**src/rtl/pipeline_flow_ctl_if.sv**
```systemverilog
// Handshake bundle between the pipeline datapath and its flow controller.
// The master side drives the hazard/stall requests, the slave side (the
// controller) returns per-stage valid/enable/bubble information and counters.
interface pipeline_flow_ctl_if #(
    parameter int STAGES = 5,
    parameter int CNT_W  = 32
);
    logic              fetch_valid;
    logic              want_stall;
    logic              load_use_hazard;
    logic              mem_wait;
    logic              mc_start;
    logic              mc_done;
    logic              redirect;
    logic [STAGES-1:0] stage_valid;
    logic [STAGES-1:0] stage_enable;
    logic [STAGES-1:0] bubble_mask;
    logic              pc_write_enable;
    logic              no_stall;
    logic              inject_bubble;
    logic              redirect_accept;
    logic              mc_busy;
    logic [CNT_W-1:0]  stall_cycles;
    logic [CNT_W-1:0]  bubble_count;
    logic [CNT_W-1:0]  flush_count;

    modport master (
        output fetch_valid, want_stall, load_use_hazard, mem_wait,
               mc_start, mc_done, redirect,
        input  stage_valid, stage_enable, bubble_mask, pc_write_enable,
               no_stall, inject_bubble, redirect_accept, mc_busy,
               stall_cycles, bubble_count, flush_count
    );

    modport slave (
        input  fetch_valid, want_stall, load_use_hazard, mem_wait,
               mc_start, mc_done, redirect,
        output stage_valid, stage_enable, bubble_mask, pc_write_enable,
               no_stall, inject_bubble, redirect_accept, mc_busy,
               stall_cycles, bubble_count, flush_count
    );
endinterface

```
**src/rtl/pipeline_flow_ctl.sv**
```systemverilog
// Stall/flush/valid controller for an N-stage pipeline.
// Merges the stall sources into a single "stall horizon" (highest stalled
// stage), derives per-stage enables and the bubble position from it, tracks
// per-stage valid bits, squashes the younger stages on an accepted redirect
// and sequences multi-cycle EX operations with a small IDLE/BUSY FSM.
// Optional: define PIPELINE_PERF_COUNTERS_EN to build the saturating
// stall/bubble/flush counters; otherwise those outputs are tied to zero.
module pipeline_flow_ctl #(
    parameter int STAGES    = 5,
    parameter int EX_STAGE  = 2,
    parameter int MEM_STAGE = 3,
    parameter int CNT_W     = 32
) (
    input  logic               clock,
    input  logic               reset,
    pipeline_flow_ctl_if.slave bus
);

    typedef enum logic {
        IDLE = 1'b0,
        BUSY = 1'b1
    } mcState_t;

    mcState_t          r_mcState;
    mcState_t          w_mcNext;
    logic              w_mcHold;
    logic [STAGES-1:0] r_stageValid;
    logic [STAGES-1:0] w_stageEnable;
    logic [STAGES-1:0] w_bubbleMask;
    logic              w_redirectAccept;
    int                w_horizon;

    // Multi-cycle unit state register; reset abandons any operation in flight.
    always_ff @(posedge clock or negedge reset) begin
        if (!reset) begin
            r_mcState <= IDLE;
        end else begin
            r_mcState <= w_mcNext;
        end
    end

    // Multi-cycle next state and EX hold; hold starts in the accepting cycle and drops on mc_done.
    always_comb begin
        w_mcNext = r_mcState;
        w_mcHold = 1'b0;
        case (r_mcState)
            IDLE: begin
                if (bus.mc_start && r_stageValid[EX_STAGE]) begin
                    w_mcNext = BUSY;
                    w_mcHold = 1'b1;
                end
            end
            BUSY: begin
                if (bus.mc_done) begin
                    w_mcNext = IDLE;
                end else begin
                    w_mcHold = 1'b1;
                end
            end
            default: begin
                w_mcNext = IDLE;
            end
        endcase
    end

    // Stall horizon: later (higher-index) sources override earlier ones, giving the maximum.
    always_comb begin
        w_horizon = -1;
        if (bus.load_use_hazard) w_horizon = EX_STAGE - 1;
        if (w_mcHold)            w_horizon = EX_STAGE;
        if (bus.mem_wait)        w_horizon = MEM_STAGE;
        if (bus.want_stall)      w_horizon = STAGES - 1;
    end

    // Stages beyond the horizon advance; the first of them receives a bubble.
    always_comb begin
        w_stageEnable = '0;
        w_bubbleMask  = '0;
        for (int i = 0; i < STAGES; i++) begin
            w_stageEnable[i] = (i > w_horizon);
            w_bubbleMask[i]  = (w_horizon >= 0) && (w_horizon < STAGES - 1) &&
                               (i == w_horizon + 1);
        end
    end

    assign w_redirectAccept = bus.redirect & r_stageValid[EX_STAGE] & w_stageEnable[EX_STAGE];

    // Valid bits shift forward through enabled stages; an accepted redirect kills fetch..EX.
    always_ff @(posedge clock or negedge reset) begin
        if (!reset) begin
            r_stageValid <= '0;
        end else begin
            if (w_stageEnable[0]) begin
                r_stageValid[0] <= w_redirectAccept ? 1'b0 : bus.fetch_valid;
            end
            for (int i = 1; i < STAGES; i++) begin
                if (w_stageEnable[i]) begin
                    r_stageValid[i] <= (w_redirectAccept && (i <= EX_STAGE)) ? 1'b0 :
                                       (r_stageValid[i-1] & w_stageEnable[i-1]);
                end
            end
        end
    end

    assign bus.stage_valid     = r_stageValid;
    assign bus.stage_enable    = w_stageEnable;
    assign bus.bubble_mask     = w_bubbleMask;
    assign bus.pc_write_enable = w_stageEnable[0];
    assign bus.no_stall        = (w_horizon == -1);
    assign bus.inject_bubble   = |w_bubbleMask;
    assign bus.redirect_accept = w_redirectAccept;
    assign bus.mc_busy         = (r_mcState == BUSY);

`ifdef PIPELINE_PERF_COUNTERS_EN
    logic [CNT_W-1:0] r_stallCycles;
    logic [CNT_W-1:0] r_bubbleCount;
    logic [CNT_W-1:0] r_flushCount;

    // Saturating event counters for stalled cycles, injected bubbles and accepted flushes.
    always_ff @(posedge clock or negedge reset) begin
        if (!reset) begin
            r_stallCycles <= '0;
            r_bubbleCount <= '0;
            r_flushCount  <= '0;
        end else begin
            if ((w_horizon >= 0) && (r_stallCycles != '1)) begin
                r_stallCycles <= r_stallCycles + CNT_W'(1);
            end
            if ((|w_bubbleMask) && (r_bubbleCount != '1)) begin
                r_bubbleCount <= r_bubbleCount + CNT_W'(1);
            end
            if (w_redirectAccept && (r_flushCount != '1)) begin
                r_flushCount <= r_flushCount + CNT_W'(1);
            end
        end
    end

    assign bus.stall_cycles = r_stallCycles;
    assign bus.bubble_count = r_bubbleCount;
    assign bus.flush_count  = r_flushCount;
`else
    assign bus.stall_cycles = '0;
    assign bus.bubble_count = '0;
    assign bus.flush_count  = '0;
`endif

endmodule
```
**src/flat_wrapper.sv**
```systemverilog
// flat-port wrapper written by rule: the top's interface ports become plain ports
module pipeline_flow_ctl_flat 
#(
    parameter int STAGES    = 5,
    parameter int EX_STAGE  = 2,
    parameter int MEM_STAGE = 3,
    parameter int CNT_W     = 32
)
  (clock, reset, bus_fetch_valid, bus_want_stall, bus_load_use_hazard, bus_mem_wait, bus_mc_start, bus_mc_done, bus_redirect, bus_stage_valid, bus_stage_enable, bus_bubble_mask, bus_pc_write_enable, bus_no_stall, bus_inject_bubble, bus_redirect_accept, bus_mc_busy, bus_stall_cycles, bus_bubble_count, bus_flush_count);
  pipeline_flow_ctl_if #(.STAGES(STAGES), .CNT_W(CNT_W)) bus_i ();
  input  logic clock;
  input  logic reset;
  input wire logic [$bits(bus_i.fetch_valid)-1:0] bus_fetch_valid;
  input wire logic [$bits(bus_i.want_stall)-1:0] bus_want_stall;
  input wire logic [$bits(bus_i.load_use_hazard)-1:0] bus_load_use_hazard;
  input wire logic [$bits(bus_i.mem_wait)-1:0] bus_mem_wait;
  input wire logic [$bits(bus_i.mc_start)-1:0] bus_mc_start;
  input wire logic [$bits(bus_i.mc_done)-1:0] bus_mc_done;
  input wire logic [$bits(bus_i.redirect)-1:0] bus_redirect;
  output wire logic [$bits(bus_i.stage_valid)-1:0] bus_stage_valid;
  output wire logic [$bits(bus_i.stage_enable)-1:0] bus_stage_enable;
  output wire logic [$bits(bus_i.bubble_mask)-1:0] bus_bubble_mask;
  output wire logic [$bits(bus_i.pc_write_enable)-1:0] bus_pc_write_enable;
  output wire logic [$bits(bus_i.no_stall)-1:0] bus_no_stall;
  output wire logic [$bits(bus_i.inject_bubble)-1:0] bus_inject_bubble;
  output wire logic [$bits(bus_i.redirect_accept)-1:0] bus_redirect_accept;
  output wire logic [$bits(bus_i.mc_busy)-1:0] bus_mc_busy;
  output wire logic [$bits(bus_i.stall_cycles)-1:0] bus_stall_cycles;
  output wire logic [$bits(bus_i.bubble_count)-1:0] bus_bubble_count;
  output wire logic [$bits(bus_i.flush_count)-1:0] bus_flush_count;
  assign bus_i.fetch_valid = bus_fetch_valid;
  assign bus_i.want_stall = bus_want_stall;
  assign bus_i.load_use_hazard = bus_load_use_hazard;
  assign bus_i.mem_wait = bus_mem_wait;
  assign bus_i.mc_start = bus_mc_start;
  assign bus_i.mc_done = bus_mc_done;
  assign bus_i.redirect = bus_redirect;
  assign bus_stage_valid = bus_i.stage_valid;
  assign bus_stage_enable = bus_i.stage_enable;
  assign bus_bubble_mask = bus_i.bubble_mask;
  assign bus_pc_write_enable = bus_i.pc_write_enable;
  assign bus_no_stall = bus_i.no_stall;
  assign bus_inject_bubble = bus_i.inject_bubble;
  assign bus_redirect_accept = bus_i.redirect_accept;
  assign bus_mc_busy = bus_i.mc_busy;
  assign bus_stall_cycles = bus_i.stall_cycles;
  assign bus_bubble_count = bus_i.bubble_count;
  assign bus_flush_count = bus_i.flush_count;
  pipeline_flow_ctl #(.STAGES(STAGES), .EX_STAGE(EX_STAGE), .MEM_STAGE(MEM_STAGE), .CNT_W(CNT_W)) u_core (.clock(clock), .reset(reset), .bus(bus_i));
endmodule
```
**config.mk**
```make
export PLATFORM = sky130hd
export DESIGN_NAME = pipeline_flow_ctl_flat
export DESIGN_NICKNAME = d
export VERILOG_FILES = /design/src/rtl/pipeline_flow_ctl_if.sv /design/src/rtl/pipeline_flow_ctl.sv /design/src/flat_wrapper.sv
export SDC_FILE = /design/constraint.sdc
export NUM_CORES = 1
export LEC_CHECK = 0
export ABC_AREA = 1
export CORE_MARGIN = 4
export CORE_UTILIZATION = 28
export DETAILED_ROUTE_END_ITERATION = 8
export HOLD_SLACK_MARGIN = 0.15
export PLACE_DENSITY = 0.92
export SKIP_CTS_REPAIR_TIMING = 1
export SYNTH_ARGS = -nofsm -noshare
export SYNTH_HDL_FRONTEND = slang
export SYNTH_SLANG_ARGS = --single-unit
```
**constraint.sdc**
```tcl
create_clock -name clock -period 1.9 [get_ports clock]
set_input_delay 0.38 -clock clock [delete_from_list [all_inputs] [get_ports clock]]
set_output_delay 0.38 -clock clock [all_outputs]
set_load 0.05 [all_outputs]
```
Word level (Yosys, flattened, before mapping)
Index checks and enable logic that the tools add are counted.

Register bits after elaboration: 6. Latch bits: 0. Bits in writable memories: 0. Bits in read-only memories: 0. Input port bits: 9. Output and inout port bits: 116. Word-level logic and storage cells: 45. Memories kept: 0.

Add/sub/neg operators: 1. $mul: 0. Div/mod/pow operators: 0. Magnitude comparators: 7. Equality and inequality tests: 5. Shift-type cells: 0. Multiplexer cells: 10. Bitwise operators: 7. Reduce and logical (&&, ||, !) cells: 9.

Operators with widths (number): 32-bit two-way mux (4); 3-bit by 32-bit equality test with 1-bit output (first input constant) (2); 3-bit by 32-bit greater-than comparator with 1-bit output (first input constant) (2); 32-bit by 2-bit adder with 32-bit output (second input constant) (1); 2-bit by 32-bit equality test with 1-bit output (first input constant) (1); 32-bit by 1-bit equality test with 1-bit output (second input constant) (1); 4-bit by 32-bit equality test with 1-bit output (first input constant) (1); 32-bit by 1-bit >= comparator with 1-bit output (second input constant) (1); 1-bit by 32-bit greater-than comparator with 1-bit output (first input constant) (1); 2-bit by 32-bit greater-than comparator with 1-bit output (first input constant) (1); 4-bit by 32-bit greater-than comparator with 1-bit output (first input constant) (1); 32-bit zero test (1); 32-bit by 4-bit < comparator with 1-bit output (second input constant) (1); 1-bit logical AND (7); 1-bit bitwise AND (6); 1-bit two-way mux (5); 5-bit OR reduction (1); 1-bit one-hot mux with 2 select lines (1); 1-bit inverter (1).

Longest topological paths before layout
Depth in word-level cells: 10. Gate-level depth with buffers: 9. Gate-level depth less buffers: 9.

Worst setup path after synthesis
No wires, ideal clock.

Path kind: register to output. From: register u_core.r_mcState, in the netlist u_core.bus.mc_busy. To: output bus_bubble_mask[2]. Data arrival time: 2.751 ns. Data required time: 1.520 ns. Path slack: -1.231 ns. Stages on the path, launching flop included: 9. Buffers on the path: 0. Path through: dfrtp_1 > inv_1 > nand3_2 > nand3_4 > inv_2 > nand2_1 > ha_1 > nand4_1 > nor3_1.

Word-level cells in the longest chain between the ends: 8. Elaborated cells between the ends (all ways): 11. Classes of those cells: 1 x add/sub; 2 x order compare; 1 x eq/ne; 4 x mux; 1 x bitwise; 2 x reduce/logical.

Ends and longest elaborated chain: start, declared (line pipeline_flow_ctl.sv:24) `mcState_t r_mcState;`; start signal, assigned (line pipeline_flow_ctl.sv:38) `r_mcState <= w_mcNext;`; 1-bit inverter (line pipeline_flow_ctl.sv:46) `case (r_mcState)`; 1-bit one-hot mux with 2 select lines (*) (line pipeline_flow_ctl.sv:46); 32-bit two-way mux (*) (line pipeline_flow_ctl.sv:70) `if (w_mcHold) w_horizon = EX_STAGE;`; 32-bit two-way mux (*) (line pipeline_flow_ctl.sv:71) `if (bus.mem_wait) w_horizon = MEM_STAGE;`; 32-bit two-way mux (*) (line pipeline_flow_ctl.sv:72) `if (bus.want_stall) w_horizon = STAGES - 1;`; 32-bit by 2-bit adder with 32-bit output (tied with other cells) (line pipeline_flow_ctl.sv:82) `(i == w_horizon + 1);`; 3-bit by 32-bit equality test with 1-bit output or 1-bit logical AND (tied branches) (line pipeline_flow_ctl.sv:82, pipeline_flow_ctl.sv:81); 1-bit logical AND (*) (line pipeline_flow_ctl.sv:81) `w_bubbleMask[i] = (w_horizon >= 0) && (w_horizon < STAGES - 1) &&`; end, declared (line flat_wrapper.sv:22) `output wire logic [$bits(bus_i.bubble_mask)-1:0] bus_bubble_mask;`.

Every way passes the cells marked *; elsewhere a longest branch is shown, timed or not.

Final worst setup path
From: register u_core.r_mcState, in the netlist u_core.bus.mc_busy. To: output bus_bubble_mask[3].

Same word-level chain as after synthesis.

==> flow_metrics.env <==
export IMPL_ys_warn_count=0
export IMPL_cts_tree="built"
export IMPL_antenna_left=0
export IMPL_synth_area_sq_um=1150
export IMPL_worst_path_max_fanout=3
export IMPL_skew_ns=0.00290
export IMPL_die_h_um=72.1
export IMPL_port_buffers=26
export IMPL_io_pins=125
export IMPL_leakage_uw=0.000878
export IMPL_grt_pass1_vias=582
export IMPL_final_common_cell="conb_1"
export IMPL_rows=23
export IMPL_ys_types=17
export IMPL_rsz0062_at_grt="yes"
export IMPL_firstDrtPassIters=4
export IMPL_numCtsBuffers=3
export IMPL_start_util_pct=28.9
export IMPL_cts_sinks=6
export IMPL_vias=739
export IMPL_grt_pass1_wl_um=2520
export IMPL_yosysTopAreaCell="buf_4"
export IMPL_worst_slack_ns=-0.404
export IMPL_drt_first_iter_violations=14
export IMPL_drive_gt1_share_pct=29.7
export IMPL_die_width_um=72.1
export IMPL_status="finished, violations left"
export IMPL_place_ws_ns=-0.694
export IMPL_slowest_stage="dfrtp_2"
export IMPL_h_tree_depth=1
export IMPL_grt_ovfl_total=0
export IMPL_crit_required_ns=1.52
export IMPL_antenna_found_initial=0
export IMPL_setup_viol=4
export IMPL_clock_fmax_ghz=0.434
export IMPL_core_sq_um=3970
export IMPL_endpoint_kind="output port"
export IMPL_violations="setup timing"
export IMPL_clk_latency_ns=0.22
export IMPL_startpoint_type="flop"
export IMPL_cap_viol_max_count=0
export IMPL_drt_wl_total_um=2160
export IMPL_area_growth_pct=29.3
export IMPL_power_uw=1300
export IMPL_path_cells="inv_2, nand3_2, nand3_4, inv_4, nand2_4, ha_4, nand4_1, buf_4, nor2_4, buf_12"
export IMPL_seq_area_frac_synth_pct=13.1
export IMPL_cpPeakStageDelay_ns=0.39
export IMPL_final_cell_mix="conb_1 (98), buf_4 (21), buf_12 (12), nand2_1 (11)"
export IMPL_power_density_nw_per_um2=877
export IMPL_final_nets=208
export IMPL_gp_congestion=0.718
export IMPL_arrival_ns=1.92
export IMPL_insertedDiodeCount=0
export IMPL_timing_final_crit_share_pct=121
export IMPL_hp_class="input port to async pin"
export IMPL_clk_pin_slew_ns=0.04
export IMPL_drc=0
export IMPL_drv_slew=0
export IMPL_synth_cells=151
export IMPL_track_usage_pct=6.42
export IMPL_syn_avg_cell_area_sq_um=7.61
export IMPL_grt_max_degree=7
export IMPL_ys_ff_latch=6
export IMPL_vdd_drop_max_uv=242
export IMPL_min_period_ns=2.30
export IMPL_cts_root_buffer="clkbuf_8"
export IMPL_wl_per_cell_um=8.83
export IMPL_fill_cells=403
export IMPL_dp_hpwl_um=1960
export IMPL_crit_type="flop to output port"
export IMPL_synth_area_leaders="buf_4 (65%), dfrtp_1 (13%), nand2_1 (4.6%), ha_1 (3.3%), inv_1 (2.6%)"
export IMPL_hold_violations=0
export IMPL_synthDominantCellAreaShare_pct=64.7
export IMPL_clockBufferDepth=2
export IMPL_viasPerCell=3.02
export IMPL_dieArea_sq_um=5190
==> logic make-up (layout without fill, tap and decap cells) <==
logic type,after synthesis,after routing,share of synthesized area (%)
buffers and inverters,109,56,68.0
AND/OR/NAND/NOR,30,30,14.4
AO/OA/AOI/OAI,2,2,0.980
flip-flops,6,6,13.1
other,1,98,0.326
adder cells (fa/ha/maj),3,3,3.27
==> routing by layer <==
metal,vias up,part of all wire (%),global-route usage [%]
li1,351,-,-
met1,323,27,5.28
met2,63,55,12.6
met3,2,17,3.05
met4,0,0.69,3.13
met5,-,0,0
==> path summary, 6_finish.rpt <==
kind | startpoint | to | slack (ns) | depth (start not counted)
min | reset | u_core.bus.stage_valid[3] | 0.40 | 1
max in group asynchronous | reset | u_core.bus.mc_busy | 1.27 | 1
min reg2reg | u_core.bus.stage_valid[4] | u_core.bus.stage_valid[4] | 0.50 | 2
max | u_core.bus.mc_busy | bus_bubble_mask[3] | -0.40 | 10
max reg2reg | u_core.bus.mc_busy | u_core.bus.stage_valid[1] | 0.59 | 8
min in group clock | u_core.bus.stage_valid[4] | u_core.bus.stage_valid[4] | 0.50 | 2
==> state kept, by name (all words and copies together) (netlist names) <==
register,cells
u_core.bus.stage_valid,5
u_core.bus.mc_busy,1
==> cell usage after synthesis (all sizes together) <==
cell type  number
a31oi           1
buf            99
conb            1
dfrtp           6
ha              3
inv            10
nand2          15
nand3           5
nand4           2
nor2            7
nor3            1
o21ai           1
==> where the power goes <==
group / total, uW / internal [uW] / switching [uW]
clock network: 198 / 144 / 53.5
registers: 187 / 161 / 25.9
logic: 918 / 194 / 724
==> critical path: cells and delay by family, from the launching register on <==
kind | cells | cell delay [ns]
buffers and inverters | 4 | 0.49
and+or+nand+nor | 5 | 0.57
DFF | 1 | 0.39
adders and majority gates | 1 | 0.26
==> metrics by stage <==
step	TNS (ns)	instances	instance area (sq um)	util, %	hold slack (ns)
3_3_place_gp	-1.87	238	1330	33.6	0.482
3_5_place_dp	-2.06	238	1330	33.6	0.490
4_1_cts	-2.08	242	1380	34.7	0.399
6_report	-0.822	245	1490	37.4	0.400
2_1_floorplan	-1.59	248	1550	-	0.0844
5_1_grt	-1.08	245	1490	37.4	0.410
==> final cells by class <==
class / instances / area [sq um] / area share [%]
Inverter: 10 / 42.5 / 2.86
Multi-Input combinational cell: 133 / 678 / 45.7
Tap cell: 50 / 62.6 / 4.21
Timing Repair Buffer: 42 / 505 / 34.0
Clock buffer: 4 / 45.0 / 3.03
Sequential cell: 6 / 151 / 10.2
Note: power is estimated with default switching activity, not from simulation.
